**src/rtl/sdt_initiator_if.sv**
```systemverilog
// sdt_initiator_if: command, SDT bus and response signals of the SDT initiator
interface sdt_initiator_if #(
    parameter int ADDR_WIDTH = 8,
    parameter int DATA_WIDTH = 8
);
    logic                  cmd_valid;
    logic                  cmd_ready;
    logic                  cmd_we;
    logic [ADDR_WIDTH-1:0] cmd_addr;
    logic [DATA_WIDTH-1:0] cmd_wdata;
    logic                  rd;
    logic                  wr;
    logic [ADDR_WIDTH-1:0] addr;
    logic [DATA_WIDTH-1:0] wr_data;
    logic [DATA_WIDTH-1:0] rd_data;
    logic                  ack;
    logic                  rsp_valid;
    logic                  rsp_ready;
    logic                  rsp_is_read;
    logic [DATA_WIDTH-1:0] rsp_rdata;
    logic                  rsp_timeout;
    logic                  spurious_ack;

    modport master (
        input  cmd_valid, cmd_we, cmd_addr, cmd_wdata, rd_data, ack, rsp_ready,
        output cmd_ready, rd, wr, addr, wr_data, rsp_valid, rsp_is_read, rsp_rdata, rsp_timeout, spurious_ack
    );

    modport slave (
        output cmd_valid, cmd_we, cmd_addr, cmd_wdata, rd_data, ack, rsp_ready,
        input  cmd_ready, rd, wr, addr, wr_data, rsp_valid, rsp_is_read, rsp_rdata, rsp_timeout, spurious_ack
    );
endinterface

```
**src/rtl/sdt_initiator.sv**
```systemverilog
// sdt_initiator: one-outstanding SDT bus initiator; SDT_INIT_TIMEOUT_EN adds an ack watchdog
module sdt_initiator #(
    parameter int ADDR_WIDTH     = 8,
    parameter int DATA_WIDTH     = 8,
    parameter int TIMEOUT_CYCLES = 16
) (
    input logic            clk,
    input logic            rst,
    sdt_initiator_if.master bus
);
    typedef enum logic [1:0] {IDLE, REQ, RSP} state_t;

    state_t state, state_nx;
    logic   accept, done, tmo;

    if (TIMEOUT_CYCLES < 1) begin : g_bad_timeout
        $error("TIMEOUT_CYCLES must be >= 1");
    end

`ifdef SDT_INIT_TIMEOUT_EN
    localparam int CW = $clog2(TIMEOUT_CYCLES + 1);
    logic [CW-1:0] wd_cnt;

    // watchdog: REQ cycles already elapsed; the limit is hit in REQ cycle TIMEOUT_CYCLES
    always_ff @(posedge clk)
        wd_cnt <= (rst || state != REQ) ? '0 : wd_cnt + 1'b1;

    assign tmo = state == REQ && !bus.ack && wd_cnt == CW'(TIMEOUT_CYCLES - 1);
`else
    assign tmo = 1'b0;
`endif

    assign bus.cmd_ready = state == IDLE;
    assign accept        = state == IDLE && bus.cmd_valid;
    assign done          = state == REQ && (bus.ack || tmo);

    // state register
    always_ff @(posedge clk)
        state <= rst ? IDLE : state_nx;

    // next-state: a completed or aborted request always passes through RSP
    always_comb begin
        state_nx = state;
        state_nx = accept ? REQ :
                   done ? RSP :
                   (state == RSP && bus.rsp_ready) ? IDLE : state;
    end

    // registered bus drive, response capture and sticky spurious-ack flag
    always_ff @(posedge clk) begin
        if (rst) begin
            bus.rd           <= 1'b0;
            bus.wr           <= 1'b0;
            bus.addr         <= '0;
            bus.wr_data      <= '0;
            bus.rsp_valid    <= 1'b0;
            bus.rsp_is_read  <= 1'b0;
            bus.rsp_rdata    <= '0;
            bus.rsp_timeout  <= 1'b0;
            bus.spurious_ack <= 1'b0;
        end else begin
            if (bus.ack && state != REQ)
                bus.spurious_ack <= 1'b1;
            if (accept) begin
                bus.rd      <= !bus.cmd_we;
                bus.wr      <= bus.cmd_we;
                bus.addr    <= bus.cmd_addr;
                bus.wr_data <= bus.cmd_we ? bus.cmd_wdata : '0;
            end
            if (done) begin
                bus.rd          <= 1'b0;
                bus.wr          <= 1'b0;
                bus.rsp_valid   <= 1'b1;
                bus.rsp_is_read <= bus.rd;
                bus.rsp_rdata   <= (bus.ack && bus.rd) ? bus.rd_data : '0;
                bus.rsp_timeout <= !bus.ack;
            end
            if (state == RSP && bus.rsp_ready)
                bus.rsp_valid <= 1'b0;
        end
    end
endmodule
```
**src/flat_wrapper.sv**
```systemverilog
// flat-port wrapper written by rule: the top's interface ports become plain ports
module sdt_initiator_flat 
#(
    parameter int ADDR_WIDTH     = 8,
    parameter int DATA_WIDTH     = 8,
    parameter int TIMEOUT_CYCLES = 16
)
  (clk, rst, bus_cmd_valid, bus_cmd_we, bus_cmd_addr, bus_cmd_wdata, bus_rd_data, bus_ack, bus_rsp_ready, bus_cmd_ready, bus_rd, bus_wr, bus_addr, bus_wr_data, bus_rsp_valid, bus_rsp_is_read, bus_rsp_rdata, bus_rsp_timeout, bus_spurious_ack);
  sdt_initiator_if #(.ADDR_WIDTH(ADDR_WIDTH), .DATA_WIDTH(DATA_WIDTH)) bus_i ();
  input logic clk;
  input logic rst;
  input wire logic [$bits(bus_i.cmd_valid)-1:0] bus_cmd_valid;
  input wire logic [$bits(bus_i.cmd_we)-1:0] bus_cmd_we;
  input wire logic [$bits(bus_i.cmd_addr)-1:0] bus_cmd_addr;
  input wire logic [$bits(bus_i.cmd_wdata)-1:0] bus_cmd_wdata;
  input wire logic [$bits(bus_i.rd_data)-1:0] bus_rd_data;
  input wire logic [$bits(bus_i.ack)-1:0] bus_ack;
  input wire logic [$bits(bus_i.rsp_ready)-1:0] bus_rsp_ready;
  output wire logic [$bits(bus_i.cmd_ready)-1:0] bus_cmd_ready;
  output wire logic [$bits(bus_i.rd)-1:0] bus_rd;
  output wire logic [$bits(bus_i.wr)-1:0] bus_wr;
  output wire logic [$bits(bus_i.addr)-1:0] bus_addr;
  output wire logic [$bits(bus_i.wr_data)-1:0] bus_wr_data;
  output wire logic [$bits(bus_i.rsp_valid)-1:0] bus_rsp_valid;
  output wire logic [$bits(bus_i.rsp_is_read)-1:0] bus_rsp_is_read;
  output wire logic [$bits(bus_i.rsp_rdata)-1:0] bus_rsp_rdata;
  output wire logic [$bits(bus_i.rsp_timeout)-1:0] bus_rsp_timeout;
  output wire logic [$bits(bus_i.spurious_ack)-1:0] bus_spurious_ack;
  assign bus_i.cmd_valid = bus_cmd_valid;
  assign bus_i.cmd_we = bus_cmd_we;
  assign bus_i.cmd_addr = bus_cmd_addr;
  assign bus_i.cmd_wdata = bus_cmd_wdata;
  assign bus_i.rd_data = bus_rd_data;
  assign bus_i.ack = bus_ack;
  assign bus_i.rsp_ready = bus_rsp_ready;
  assign bus_cmd_ready = bus_i.cmd_ready;
  assign bus_rd = bus_i.rd;
  assign bus_wr = bus_i.wr;
  assign bus_addr = bus_i.addr;
  assign bus_wr_data = bus_i.wr_data;
  assign bus_rsp_valid = bus_i.rsp_valid;
  assign bus_rsp_is_read = bus_i.rsp_is_read;
  assign bus_rsp_rdata = bus_i.rsp_rdata;
  assign bus_rsp_timeout = bus_i.rsp_timeout;
  assign bus_spurious_ack = bus_i.spurious_ack;
  sdt_initiator #(.ADDR_WIDTH(ADDR_WIDTH), .DATA_WIDTH(DATA_WIDTH), .TIMEOUT_CYCLES(TIMEOUT_CYCLES)) u_core (.clk(clk), .rst(rst), .bus(bus_i));
endmodule
```
**config.mk**
```make
export PLATFORM = sky130hd
export DESIGN_NAME = sdt_initiator_flat
export DESIGN_NICKNAME = d
export VERILOG_FILES = /design/src/rtl/sdt_initiator_if.sv /design/src/rtl/sdt_initiator.sv /design/src/flat_wrapper.sv
export SDC_FILE = /design/constraint.sdc
export NUM_CORES = 1
export LEC_CHECK = 0
export BUFFER_PORTS_ARGS = -buffer_cell sky130_fd_sc_hd__clkbuf_2
export CORE_MARGIN = 3
export CORE_UTILIZATION = 45
export DETAILED_ROUTE_END_ITERATION = 7
export PLACE_DENSITY = 0.77
export SETUP_SLACK_MARGIN = 0.4
export SLEW_MARGIN = 20
export SYNTH_ARGS = -nofsm -noshare
export SYNTH_HDL_FRONTEND = slang
export SYNTH_SLANG_ARGS = --single-unit
```
**constraint.sdc**
```tcl
create_clock -name clk -period 2.77 [get_ports clk]
set_input_delay 0.554 -clock clk [delete_from_list [all_inputs] [get_ports clk]]
set_output_delay 0.554 -clock clk [all_outputs]
set_load 0.05 [all_outputs]
```
==> results of run 1 <==
[final cells by class]
| type | instances | area [um^2] |
|---|---|---|
| multi-input cells | 79 | 443 |
| flip-flops and latches | 32 | 641 |
| well taps | 28 | 35.0 |
| fillers | 218 | 830 |
| clock buffers | 8 | 58.8 |
| inverters | 1 | 3.75 |
| repair buffers | 61 | 308 |
[flip-flops by register name, indices dropped and copies added (netlist names), 2 cells and up]
signal / cells
u_core.bus.addr: 8
u_core.state: 2
u_core.bus.wr_data: 8
u_core.bus.rsp_rdata: 8
[report_power, final]
part / total, mW / switching (mW) / internal [mW]
logic: 0.208 / 0.151 / 0.0567
registers: 0.507 / 0.0209 / 0.486
clock network: 0.269 / 0.144 / 0.125
total: 0.983 / 0.316 / 0.668
[cells by family after synthesis]
kind of cell,count (synthesis)
DFF,32
buffers and inverters,11
AOI/OAI and AO/OA,34
and+or+nand+nor,45
[cell usage in the layout, fill, tap and decap left out, drive strengths merged, types with 2 or more instances in the layout]
cell type	n
nand3	8
a21oi	19
a22o	8
nand2	28
dfxtp	32
nor2	2
nand2b	2
o21ai	2
clkbuf	68
[metal layers]
metal  GRT usage  wire, um  up-vias
li1            -         -      537
met5           0         0        -
met2       0.279      1230       48
met3      0.0621       256        4
met4      0.0795        28        0
met1       0.201      1090      470
[per-stage QoR]
| step | cells | setup slack [ns] | cell area (um^2) | hold slack (ns) | power [mW] |
|---|---|---|---|---|---|
| floorplan | 122 | 1.13 | 1160 | 0.549 | 0.683 |
| global placement | 201 | 1.08 | 1430 | 0.435 | 0.721 |
| detailed placement | 201 | 1.00 | 1430 | 0.448 | 0.727 |
| CTS | 209 | 1.01 | 1490 | 0.425 | 0.996 |
| global route | 209 | 0.948 | 1490 | 0.422 | 1.03 |
| finish | 209 | 1.02 | 1490 | 0.440 | 0.983 |
[Yosys cell counts]
library cell and n:
sky130_fd_sc_hd__o211a_1 1, sky130_fd_sc_hd__inv_1 1, sky130_fd_sc_hd__o2bb2ai_2 1, sky130_fd_sc_hd__nand3_1 8, sky130_fd_sc_hd__buf_2 2, sky130_fd_sc_hd__nor2b_1 1, sky130_fd_sc_hd__or3b_1 1, sky130_fd_sc_hd__nand2_1 28
sky130_fd_sc_hd__nand2b_1 2, sky130_fd_sc_hd__nor3b_4 1, sky130_fd_sc_hd__dfxtp_1 32, sky130_fd_sc_hd__clkbuf_1 3, sky130_fd_sc_hd__nor4bb_1 1, sky130_fd_sc_hd__nor2_1 2, sky130_fd_sc_hd__buf_6 4, sky130_fd_sc_hd__a21o_1 1
sky130_fd_sc_hd__buf_4 1, sky130_fd_sc_hd__a21boi_0 1, sky130_fd_sc_hd__a21oi_1 19, sky130_fd_sc_hd__a31oi_2 1, sky130_fd_sc_hd__o21ai_0 2, sky130_fd_sc_hd__and2_1 1, sky130_fd_sc_hd__a22o_1 8
[final timing paths]
path              slack (ns)             startpoint                      end
setup / recovery        1.02        u_core.state[0]            bus_cmd_ready
hold / removal          0.44         bus_rd_data[1]  u_core.bus.rsp_rdata[1]
setup reg to reg        1.29        u_core.state[0]       u_core.bus.addr[4]
hold reg to reg         0.46  u_core.bus.wr_data[5]    u_core.bus.wr_data[5]
[critical path, delay by kind of cell, from the launching register on]
family	cells	cell delay [ns]
simple gates	1	0.09
flops	1	0.54
buf+inv	1	0.24
==> metrics.txt, run 1 <==
# TYPE chip_impl_metric gauge
chip_impl_metric{name="number_of_global_route_vias_before_repair",unit=""} 1031
chip_impl_info{name="yosysTopAreaCell",value="sky130_fd_sc_hd__dfxtp_1"} 1
chip_impl_metric{name="antenna_violating_nets_post_route",unit=""} 0
chip_impl_metric{name="cts_post_setup_buffers_inserted",unit=""} 0
chip_impl_metric{name="cts_repair_resize_count",unit=""} 0
chip_impl_metric{name="mappedNetlistArea",unit="um^2"} 1160
chip_impl_metric{name="place_congestion",unit=""} 0.717
chip_impl_metric{name="share_of_the_yosys_chip_area_belonging_to_registers",unit=""} 0.552
chip_impl_metric{name="number_of_hold_slack_violations_in_the_final_timing_report",unit=""} 0
chip_impl_metric{name="final.setup_skew",unit="ns"} 0.0101
chip_impl_metric{name="fp.dieW",unit="um"} 56.8
chip_impl_metric{name="numCtsBuffers",unit=""} 5
chip_impl_metric{name="syn_nets",unit=""} 152
chip_impl_metric{name="drt-vias-per-instance",unit=""} 5.07
chip_impl_metric{name="post-synth-top-area-fraction",unit=""} 0.552
chip_impl_metric{name="die-height",unit="um"} 56.8
chip_impl_metric{name="finish.utilization",unit=""} 0.642
chip_impl_metric{name="grt_antenna_before_repair",unit=""} 0
chip_impl_metric{name="worst_skew_pair.late_latency",unit="ns"} 0.32
chip_impl_metric{name="core.rowCount",unit=""} 17
chip_impl_info{name="grt_setup_unrepaired",value="false"} 1
chip_impl_metric{name="p_per_area",unit="nW/um^2"} 661
chip_impl_metric{name="clock.fmax",unit="MHz"} 571
chip_impl_metric{name="yosysWarnings",unit=""} 0
chip_impl_metric{name="design.core.area",unit="um^2"} 2320
chip_impl_metric{name="grt_first_pass_wirelength",unit="um"} 4400
chip_impl_metric{name="clockBufferDepth",unit=""} 2
chip_impl_metric{name="critPathMaxStageDelay",unit="ns"} 0.54
chip_impl_metric{name="grt_util_all_layers",unit=""} 0.172
chip_impl_metric{name="area_delta_synth_final",unit="%"} 28.2
chip_impl_metric{name="rr_worst_depth",unit=""} 3
chip_impl_metric{name="cellLeakagePower",unit="nW"} 0.703
chip_impl_metric{name="worst-endpoint-arrival",unit="ns"} 1.20
chip_impl_metric{name="yosys.cell_types.count",unit=""} 23
chip_impl_metric{name="drtIter0Drc",unit=""} 33
chip_impl_metric{name="ir_worst_vdd",unit="mV"} 0.467
chip_impl_info{name="status",value="complete, no violations"} 1
chip_impl_info{name="timing.critical_path.cells",value="nor2_1 > clkbuf_2"} 1
chip_impl_metric{name="worst_pin_slew",unit="ns"} 0.689
chip_impl_info{name="crit_slowest_cell",value="sky130_fd_sc_hd__dfxtp_1"} 1
chip_impl_metric{name="post_synth_xor_area_fraction",unit=""} 0
chip_impl_metric{name="setup_viol_count_final",unit=""} 0
chip_impl_metric{name="htree_num_levels",unit=""} 2
chip_impl_metric{name="place_hpwl",unit="um"} 1930
chip_impl_metric{name="totalNegativeSetupSlack",unit="ns"} 0
chip_impl_metric{name="headroom_to_the_max_slew_limit",unit=""} 0.540
chip_impl_metric{name="drt_pass_1_iters",unit=""} 4
chip_impl_metric{name="hold_path_depth",unit=""} 2
chip_impl_metric{name="slew_violations",unit=""} 0
chip_impl_metric{name="n_antenna_cell",unit=""} 0
chip_impl_metric{name="totalWireLength",unit="um"} 2600
chip_impl_metric{name="post_synth_fa_ha_maj_area_fraction",unit=""} 0
chip_impl_metric{name="grt_max_degree",unit=""} 23
chip_impl_metric{name="cp_max_fo",unit=""} 8
chip_impl_metric{name="path_clk_slew",unit="ns"} 0.10
chip_impl_metric{name="detail_route.wl_per_cell",unit="um"} 12.4
chip_impl_info{name="path_class",value="register to output port"} 1
chip_impl_info{name="synth_top_cells_by_area",value="sky130_fd_sc_hd__dfxtp_1 (55%), sky130_fd_sc_hd__nand2_1 (9.1%), sky130_fd_sc_hd__a21oi_1 (8.2%)"} 1
chip_impl_metric{name="floorplan.die_area",unit="um^2"} 3230
chip_impl_metric{name="top_level_ports",unit=""} 61
chip_impl_info{name="clock_tree_from_tritoncts",value="yes"} 1
chip_impl_info{name="cp-start-kind",value="register"} 1
chip_impl_metric{name="ys_seq_elements",unit=""} 32
chip_impl_metric{name="finish.net_count",unit=""} 210
chip_impl_metric{name="route.detailed.drc",unit=""} 0
chip_impl_metric{name="cap_viol_max_count",unit=""} 0
chip_impl_metric{name="synth_area_per_cell",unit="um^2"} 9.52
chip_impl_metric{name="yosys-mux-area-fraction",unit=""} 0
chip_impl_metric{name="post_synth_inst_count",unit=""} 122
chip_impl_info{name="synth_top_family_by_area",value="compound AO/OA/AOI/OAI gates"} 1
chip_impl_metric{name="detailroute.via_count",unit=""} 1059
chip_impl_info{name="worstHoldPathType",value="primary input to register"} 1
chip_impl_metric{name="synth_simple_gate_area_frac",unit=""} 0.185
chip_impl_metric{name="cts_hold_buffers",unit=""} 0
chip_impl_metric{name="post-route-period-util",unit=""} 0.632
chip_impl_metric{name="cts_num_sinks",unit=""} 32
chip_impl_metric{name="final_layout_size_suffix_gt1_frac",unit=""} 0.387
chip_impl_metric{name="port_buffers",unit=""} 60
chip_impl_metric{name="synth_compound_gate_area_share",unit=""} 0.196
chip_impl_metric{name="global_route.overflow_total",unit=""} 0
chip_impl_info{name="end_kind",value="output port"} 1
chip_impl_metric{name="initial_utilization",unit=""} 0.501
chip_impl_info{name="cts_root_buf",value="sky130_fd_sc_hd__clkbuf_4"} 1
chip_impl_metric{name="cp.required",unit="ns"} 2.22
chip_impl_metric{name="period_needed",unit="ns"} 1.75
Power figures use the tool's default switching activity.
==> run 2: changes to the inputs <==
- CORE_UTILIZATION: 45 -> 39
- PLACE_DENSITY: 0.77 -> 0.71
- clock period: 2.77 -> 1.5 ns (I/O delays scaled with it)
==> run 2 against run 1 <==
Setup slack lost 0.86 ns; register-to-register slack got worse by 1.1 ns; flip-flop and latch count unchanged; die area up 14%; count of clock-buffer cells in the layout is the same; combinational power grew to 3.6 times the previous value; final cell count increased by 16%; non-clock buffer count is 28 higher; sequential share of layout area decreased by 14 points; critical endpoint unchanged; clock skew up 0.0076 ns; final area rose by 58%.
==> metrics.txt, run 2 (same netlist as run 1, synthesis figures left out) <==
# TYPE chip_impl_metric gauge
chip_impl_metric{name="fp.dieW",unit="um"} 60.6
chip_impl_metric{name="port_buffers",unit=""} 60
chip_impl_metric{name="final_cell_area",unit="um^2"} 2350
chip_impl_metric{name="ir_worst_vdd",unit="mV"} 0.634
chip_impl_metric{name="cp.required",unit="ns"} 1.20
chip_impl_metric{name="n_fill_cell",unit=""} 144
chip_impl_metric{name="grt_first_pass_wirelength",unit="um"} 5490
chip_impl_metric{name="numCtsBuffers",unit=""} 5
chip_impl_metric{name="cp_max_fo",unit=""} 2
chip_impl_metric{name="global_route.overflow_total",unit=""} 0
chip_impl_metric{name="htree_num_levels",unit=""} 2
chip_impl_info{name="cp-start-kind",value="register"} 1
chip_impl_metric{name="worst_pin_slew",unit="ns"} 0.257
chip_impl_info{name="cts_root_buf",value="sky130_fd_sc_hd__clkbuf_4"} 1
chip_impl_metric{name="place_congestion",unit=""} 0.751
chip_impl_metric{name="grt_util_all_layers",unit=""} 0.204
chip_impl_metric{name="path_clk_slew",unit="ns"} 0.10
chip_impl_metric{name="drtIter0Drc",unit=""} 90
chip_impl_metric{name="top_level_ports",unit=""} 61
chip_impl_metric{name="route.detailed.drc",unit=""} 0
chip_impl_metric{name="n_antenna_cell",unit=""} 0
chip_impl_metric{name="headroom_to_the_max_slew_limit",unit=""} 0.828
chip_impl_info{name="biggest_registers_after_layout",value="u_core.bus.addr: 8 flops, u_core.bus.rsp_rdata: 8 flops, u_core.bus.wr_data: 8 flops"} 1
chip_impl_metric{name="worst-endpoint-arrival",unit="ns"} 1.04
chip_impl_metric{name="share_comb_of_total_power",unit=""} 0.334
chip_impl_metric{name="initial_utilization",unit=""} 0.414
chip_impl_metric{name="number_of_hold_slack_violations_in_the_final_timing_report",unit=""} 0
chip_impl_metric{name="grt_max_degree",unit=""} 18
chip_impl_metric{name="clock_power_share",unit=""} 0.234
chip_impl_metric{name="detailroute.via_count",unit=""} 1323
chip_impl_metric{name="p_int",unit="mW"} 1.51
chip_impl_metric{name="area_delta_synth_final",unit="%"} 103
chip_impl_metric{name="period_needed",unit="ns"} 1.34
chip_impl_metric{name="grt_antenna_before_repair",unit=""} 0
chip_impl_info{name="path_class",value="register to output port"} 1
chip_impl_metric{name="number_of_global_route_vias_before_repair",unit=""} 1267
chip_impl_info{name="status",value="complete, no violations"} 1
chip_impl_info{name="clock_tree_from_tritoncts",value="yes"} 1
chip_impl_metric{name="antenna_violating_nets_post_route",unit=""} 0
chip_impl_metric{name="fin_cells",unit=""} 242
chip_impl_metric{name="slew_violations",unit=""} 0
chip_impl_metric{name="die-height",unit="um"} 60.6
chip_impl_metric{name="sequentialPowerShare",unit=""} 0.432
chip_impl_metric{name="floorplan.die_area",unit="um^2"} 3670
chip_impl_metric{name="clockBufferDepth",unit=""} 2
chip_impl_info{name="worstHoldPathType",value="primary input to register"} 1
chip_impl_metric{name="dpl.cell_count",unit=""} 208
chip_impl_metric{name="p_per_area",unit="nW/um^2"} 947
chip_impl_metric{name="finish.net_count",unit=""} 240
chip_impl_metric{name="place_hpwl",unit="um"} 1930
chip_impl_metric{name="cts_hold_buffers",unit=""} 0
chip_impl_metric{name="detail_route.wl_per_cell",unit="um"} 17.5
chip_impl_metric{name="clock.fmax",unit="MHz"} 746
chip_impl_metric{name="power.switching_fraction",unit=""} 0.324
chip_impl_info{name="end_kind",value="output port"} 1
chip_impl_metric{name="final_layout_size_suffix_gt1_frac",unit=""} 0.749
chip_impl_metric{name="post_dp_cell_area",unit="um^2"} 1470
chip_impl_metric{name="final.setup_skew",unit="ns"} 0.0177
chip_impl_metric{name="core.rowCount",unit=""} 19
chip_impl_metric{name="setup_viol_count_final",unit=""} 0
chip_impl_metric{name="power.net_switching",unit="mW"} 0.722
chip_impl_metric{name="drt_pass_1_iters",unit=""} 4
chip_impl_metric{name="totalWireLength",unit="um"} 4250
chip_impl_metric{name="cap_viol_max_count",unit=""} 0
chip_impl_metric{name="design.core.area",unit="um^2"} 2810
chip_impl_metric{name="worst_skew_pair.late_latency",unit="ns"} 0.33
chip_impl_info{name="final_cell_mix",value="sky130_fd_sc_hd__clkbuf_2 (29), sky130_fd_sc_hd__dfxtp_2 (29), sky130_fd_sc_hd__nand2_1 (20), sky130_fd_sc_hd__buf_8 (20), sky130_fd_sc_hd__buf_4 (17)"} 1
chip_impl_metric{name="totalNegativeSetupSlack",unit="ns"} 0
chip_impl_metric{name="final_critical_path_setup_slack",unit="ns"} 0.159
chip_impl_info{name="grt_setup_unrepaired",value="true"} 1
chip_impl_metric{name="cellLeakagePower",unit="nW"} 1.03
chip_impl_metric{name="r2r_slack",unit="ns"} 0.20
chip_impl_metric{name="post_place_setup_slack",unit="ns"} 0.0787
chip_impl_metric{name="post-route-period-util",unit=""} 0.894
chip_impl_metric{name="drt-vias-per-instance",unit=""} 5.47
chip_impl_metric{name="cts_num_sinks",unit=""} 32
[run 2: cell count changes in the layout (fill, tap and decap cells not counted), sizes merged]
cell,delta
buf,+48
clkbuf,-20
or3b,+2
[run 2: layout make-up]
cell class | count | area (um^2) | share of cell area
Multi-Input combinational cell | 81 | 582 | 0.247
Inverter | 1 | 3.75 | 0.00159
Sequential cell | 32 | 688 | 0.292
Timing Repair Buffer | 89 | 983 | 0.418
Clock buffer | 8 | 58.8 | 0.0250
Tap cell | 31 | 38.8 | 0.0165
[run 2: routing by layer]
layer | GRT usage | share of wire
met5 | 0 | 0
met4 | 0.0991 | 0.023
met3 | 0.0830 | 0.094
met2 | 0.362 | 0.53
met1 | 0.205 | 0.35
[run 2: worst paths after layout]
check                                      startpoint                       to  cells after the start
worst max-delay path                  u_core.state[0]            bus_cmd_ready                      3
worst min-delay path                   bus_rd_data[2]  u_core.bus.rsp_rdata[2]                      2
worst max register to register        u_core.state[0]  u_core.bus.rsp_rdata[6]                      6
worst min register to register  u_core.bus.wr_data[5]    u_core.bus.wr_data[5]                      2
[run 2: repair_timing]
| item | in CTS | in global routing |
|---|---|---|
| gates resized for setup | 121 | 54 |
| pin swaps | 3 | 24 |
| cloned | 6 | 1 |
| buffers inserted | 9 | 10 |
| setup endpoints to repair | 60 | 60 |
[run 2: per-stage QoR]
step / hold slack, ns / util / power [mW]
final: 0.188 / 0.839 / 2.23
after global routing: 0.179 / 0.839 / 2.32
after detailed placement: 0.438 / 0.523 / 1.36
after CTS: 0.169 / 0.761 / 2.09
after global placement: 0.434 / 0.523 / 1.35
after floorplan: 0.425 / - / 1.27
[run 2: critical path: stages (launching register included)]
cell and delay [ns]:
sky130_fd_sc_hd__dfxtp_4 0.37, sky130_fd_sc_hd__buf_6 0.12, sky130_fd_sc_hd__nor2_4 0.08, sky130_fd_sc_hd__buf_8 0.15
[run 2: power by group through the flow]
stage	Combinational (mW)	Clock (mW)	Sequential, mW
finish	0.745	0.522	0.963
global route	0.781	0.571	0.968
CTS	0.617	0.521	0.951
detailed placement	0.406	0	0.953
global placement	0.400	0	0.951
floorplan	0.181	0	1.09
